[src/rtl/host_regfile.sv]
// host_regfile: host-visible control/status registers for the vector-adder
// accelerator. It decodes TSIM host read/write requests, holds the job
// parameters (length and the three base addresses), emits a one-cycle launch
// pulse, and records finish status and the cycle count from the memory stage.
//
// Ports
//   clock, reset          clock; synchronous active-high reset
//   host_req_*            host request (valid/opcode/addr/value), host_req_deq = accept
//   host_resp_valid/bits  read response, one cycle after accept
//   launch                one-cycle start pulse to the memory stage
//   finish                one-cycle completion from the memory stage
//   event_counter_*       cycle count returned by the memory stage
//   length, *_addr        live register contents read by the memory stage
module host_regfile #(
  parameter int HOST_ADDR_BITS = 8,
  parameter int HOST_DATA_BITS = 32
) (
  input  logic                      clock,
  input  logic                      reset,
  input  logic                      host_req_valid,
  input  logic                      host_req_opcode,
  input  logic [HOST_ADDR_BITS-1:0] host_req_addr,
  input  logic [HOST_DATA_BITS-1:0] host_req_value,
  output logic                      host_req_deq,
  output logic                      host_resp_valid,
  output logic [HOST_DATA_BITS-1:0] host_resp_bits,
  output logic                      launch,
  input  logic                      finish,
  input  logic                      event_counter_valid,
  input  logic [HOST_DATA_BITS-1:0] event_counter_value,
  output logic [HOST_DATA_BITS-1:0] length,
  output logic [HOST_DATA_BITS-1:0] a_addr,
  output logic [HOST_DATA_BITS-1:0] b_addr,
  output logic [HOST_DATA_BITS-1:0] c_addr
);

  localparam logic [HOST_ADDR_BITS-1:0] ADDR_CTRL   = HOST_ADDR_BITS'(8'h00);
  localparam logic [HOST_ADDR_BITS-1:0] ADDR_CYCLES = HOST_ADDR_BITS'(8'h04);
  localparam logic [HOST_ADDR_BITS-1:0] ADDR_LENGTH = HOST_ADDR_BITS'(8'h08);
  localparam logic [HOST_ADDR_BITS-1:0] ADDR_A      = HOST_ADDR_BITS'(8'h0C);
  localparam logic [HOST_ADDR_BITS-1:0] ADDR_B      = HOST_ADDR_BITS'(8'h10);
  localparam logic [HOST_ADDR_BITS-1:0] ADDR_C      = HOST_ADDR_BITS'(8'h14);

  typedef enum logic [1:0] {IDLE, READ, WRITE} state_t;

  state_t                    state;
  logic [HOST_ADDR_BITS-1:0] addr_q;
  logic [HOST_DATA_BITS-1:0] value_q;
  logic [HOST_DATA_BITS-1:0] cycles;
  logic                      finish_bit;
  logic                      busy;
  logic [HOST_DATA_BITS-1:0] rd_data;

  // Reset is synchronous, so gate the state-decoded handshakes with it: a
  // request caught mid-flight when reset rises gets neither accept nor response.
  assign host_req_deq    = (state == IDLE) && host_req_valid && !reset;
  assign host_resp_valid = (state == READ) && !reset;
  assign host_resp_bits  = host_resp_valid ? rd_data : '0;

  // Read mux sees register state at the start of the READ cycle, so a finish
  // landing in that same cycle shows up only on a later read.
  always_comb begin
    rd_data = '0;
    case (addr_q)
      ADDR_CTRL: begin
        rd_data[1] = finish_bit;
        rd_data[2] = busy;
      end
      ADDR_CYCLES: rd_data = cycles;
      ADDR_LENGTH: rd_data = length;
      ADDR_A:      rd_data = a_addr;
      ADDR_B:      rd_data = b_addr;
      ADDR_C:      rd_data = c_addr;
      default:     rd_data = '0;
    endcase
  end

  always_ff @(posedge clock) begin
    if (reset) begin
      state      <= IDLE;
      addr_q     <= '0;
      value_q    <= '0;
      cycles     <= '0;
      finish_bit <= 1'b0;
      busy       <= 1'b0;
      launch     <= 1'b0;
      length     <= '0;
      a_addr     <= '0;
      b_addr     <= '0;
      c_addr     <= '0;
    end else begin
      launch <= 1'b0;
      if (finish) begin
        finish_bit <= 1'b1;
        busy       <= 1'b0;
      end
      if (event_counter_valid) cycles <= event_counter_value;

      case (state)
        IDLE: begin
          if (host_req_valid) begin
            addr_q  <= host_req_addr;
            value_q <= host_req_value;
            state   <= host_req_opcode ? WRITE : READ;
          end
        end
        READ: state <= IDLE;
        WRITE: begin
          state <= IDLE;
          // Everything writable is frozen while a run is in progress: the
          // memory stage reads the parameters live.
          if (!busy) begin
            case (addr_q)
              ADDR_CTRL: begin
                if (value_q[0]) begin
                  busy       <= 1'b1;
                  finish_bit <= 1'b0;
                  cycles     <= '0;
                  launch     <= 1'b1;
                end
              end
              ADDR_LENGTH: length <= value_q;
              ADDR_A:      a_addr <= value_q;
              ADDR_B:      b_addr <= value_q;
              ADDR_C:      c_addr <= value_q;
              default: ;
            endcase
          end
        end
        default: state <= IDLE;
      endcase
    end
  end

endmodule

[config.mk]
export PLATFORM = sky130hd
export DESIGN_NAME = host_regfile
export DESIGN_NICKNAME = d
export VERILOG_FILES = /design/src/rtl/host_regfile.sv
export SDC_FILE = /design/constraint.sdc
export NUM_CORES = 1
export LEC_CHECK = 0
export ABC_CLOCK_PERIOD_IN_PS = 2000
export CAP_MARGIN = 10
export CORE_MARGIN = 4
export CORE_UTILIZATION = 30
export CTS_CLUSTER_DIAMETER = 100
export DETAILED_ROUTE_END_ITERATION = 10
export PLACE_DENSITY = 0.54
export REMOVE_ABC_BUFFERS = 1
export SKIP_CTS_REPAIR_TIMING = 1
export SYNTH_ARGS = -nofsm -noshare
export SYNTH_HDL_FRONTEND = slang
export SYNTH_SLANG_ARGS = --single-unit
[constraint.sdc]
create_clock -name clock -period 2 [get_ports clock]
set_clock_uncertainty 0.15 [all_clocks]
set_input_delay 0.2 -clock clock [delete_from_list [all_inputs] [get_ports clock]]
set_output_delay 0.2 -clock clock [all_outputs]
set_load 0.02 [all_outputs]
==> results.md <==
* Cts bufs inserted at 23
* Worst-case vdd ir drop at 0.000476 V
* Max clock buf depth at 3
* CTS tree: done
* Distinct cells, synth at 38
* Synthesized cell area at 8850 µm²
* Met3 WL post-DR at between 2000 and 2500 µm
* Fin cells at 1770
* Min Hold Slack at around 92 ps
* Clk Tree Root Cell: clkbuf_16
* Die X at about 180 µm
* GRT overflow at 0
* Most frequent cell after synthesis: nand2_1
* Detailed Route Iter0 Violations at 605
* Maximum operating frequency at ~390 MHz
* Crit-path max FO at 4
* Crit share post-route at 1.30
* Power per cell area at around 700 nW/µm²
* Post-DP Area at approximately 12000 µm²
* Ant diodes at 0
* Slew Limit Fails at 0
* Placed cells at ~1700
* WP data required at around 1700 ps
* CP Cell Sequence: or4b_4, nor3_4, buf_6, buf_4, nand2_1, a21oi_2, buf_4
* Leak pwr at between 4 and 5 nW
* Status: finished with violations
* Port bufs at 240
* Finished Core Util at 0.466
* Maxcap violations at 0
* H-Tree Depth at 1
* Top cell type's share of synthesized area at 0.464
* Synth Warn # at 0
* Place WS at -630 ps
* First-pass GRT wire length at 52500 µm
* Synth area leader: dfxtp_1
* Crit path DAT at roughly 2300 ps
* Setup violators final at 96
* Hold Path Class: primary input to flip-flop
* Worst-path clk slew at about 60 ps
* Design Area, Final at between 10000 and 15000 µm²
* Post-Route M1 WL at around 16000 µm
* Worst skew pair latency at 510 ps
* GPL Wtd Cong at slightly below 0.8
* Wire per inst at about 20 µm
* Drt first pass iters at 5
* TritonCTS Sinks at 205
* Period minus WS final at 2600 ps
* GRT Util Overall at 0.203
* Area of the multi-input gates at ~4600 µm²
* Synth Flop Type: dfxtp_1
* Synth-to-Final Area Change at 52.4%
* Fraction of registers with async set/reset at 0
* Core ar. at 28900 µm²
* Slew @ Worst Pin at around 730 ps
* Largest net degree at the start of global routing at 50
* Setup CP Type: flip-flop to output port
* Cells after Synth at roughly 1100
* Slew Limit Headroom at 0.515
* Startpoint types: flip-flop
* Failing checks: setup timing
* Syn Area/Cell at 8.17 µm²
* Commonest cells post-synth: nand2_1 (367), dfxtp_1 (205), a21oi_1 (125)
* Crit path top cell by count: buf_4
* Via-to-Cell Ratio at slightly below 5
* Slowest stage delay, CP at between 500 and 600 ps
* Die area at between 30000 and 40000 µm²
* Number of global-route vias before repair at ~8600
* RSZ-0062 raised after global routing: true
* Final Hold Violating Endpoints at 0
* Final wirelength at around 36000 µm
* Slowest-stage cell, CP: or4b_4
* Chip Height at 180 µm
* Storage cell area at 4110 µm²
* IO Count at ~240
* Initial Utilization at 0.306
* Post-synth EDFFs at 0
* Power Total at 9.43 mW
* Initial antenna violation count at 1
* Metal2 WL at ~16000 µm
* Crit end category: output port
* Row cnt at 62
* Hpwl dp at around 24000 µm
* Register area share after synthesis at 0.464
* Via count at ~8700
* #FFs+latches synth at about 200
* DRC Markers at 0
* Number of fill cells at between 2000 and 3000
* Sum Neg Setup Slack at -22650 ps
* Top Metal Used: met5
* Share of cells above drive strength 1 at 0.231
* Antenna Nets Post-Route at 0
* Setup WS post-layout at -595 ps
* Synth area leaders: dfxtp_1 (46%), nand2_1 (16%), mux2i_1 (7.1%)
* Final #Nets at 1450
power breakdown:
group | switching, mW | internal (mW) | total, mW
combinational | 0.529 | 0.455 | 0.983
sequential | 0.0849 | 4.18 | 4.26
clock | 1.67 | 2.52 | 4.18
total | 2.28 | 7.15 | 9.43
final timing paths:
check / slack [ps] / cells past startpoint / to / startpoint
worst max-delay path: -600 / 7 / host_resp_bits[26] / addr_q[4]
worst min-delay path: 90 / 3 / value_q[3] / host_req_value[3]
worst max register to register: -140 / 7 / length[13] / addr_q[4]
worst min register to register: 320 / 2 / c_addr[8] / c_addr[8]
layout by cell type, fill, tap and decap left out, types with 15 or more instances in the layout:
| cell type | count |
|---|---|
| mux2i_1 | 63 |
| nor2_1 | 51 |
| clkdlybuf4s50_1 | 203 |
| dfxtp_1 | 201 |
| a22oi_1 | 30 |
| buf_6 | 23 |
| nand2_1 | 357 |
| mux2_2 | 17 |
| a21oi_1 | 105 |
| buf_12 | 20 |
| a21oi_2 | 80 |
| o22ai_1 | 15 |
| clkbuf_16 | 27 |
| buf_4 | 84 |
critical path, delay by kind of cell (launching register included):
kind                   cells  cell delay (ps)
DFF                        1              340
and+or+nand+nor            3              820
AOI/OAI and AO/OA          1              160
buffers and inverters      3              410
final cells by class:
| class | count | share of cell area |
|---|---|---|
| Clock buffer | 34 | 0.0517 |
| Clock inverter | 5 | 0.00371 |
| Inverter | 1 | 0.000278 |
| Multi-Input combinational cell | 788 | 0.338 |
| Sequential cell | 205 | 0.305 |
| Tap cell | 384 | 0.0356 |
| Timing Repair Buffer | 353 | 0.266 |
cell families after synthesis:
kind of cell,count (synthesis),synth area share
AND/OR/NAND/NOR,455,0.208
AO/OA/AOI/OAI,253,0.188
flip-flops,205,0.464
buffers and inverters,90,0.0467
multiplexers,80,0.0929
registers in the layout, indices dropped and copies added (netlist names):
signal / count
busy: 1
addr_q: 8
a_addr: 32
c_addr: 32
b_addr: 32
state: 2
launch: 1
value_q: 32
length: 32
cycles: 32
finish_bit: 1
routing by layer:
metal	global-route usage	up-vias
li1	-	4231
met3	0.0467	54
met1	0.271	4140
met5	0	-
met4	0.0451	2
met2	0.338	278
Note: power is estimated with default switching activity, not from simulation.
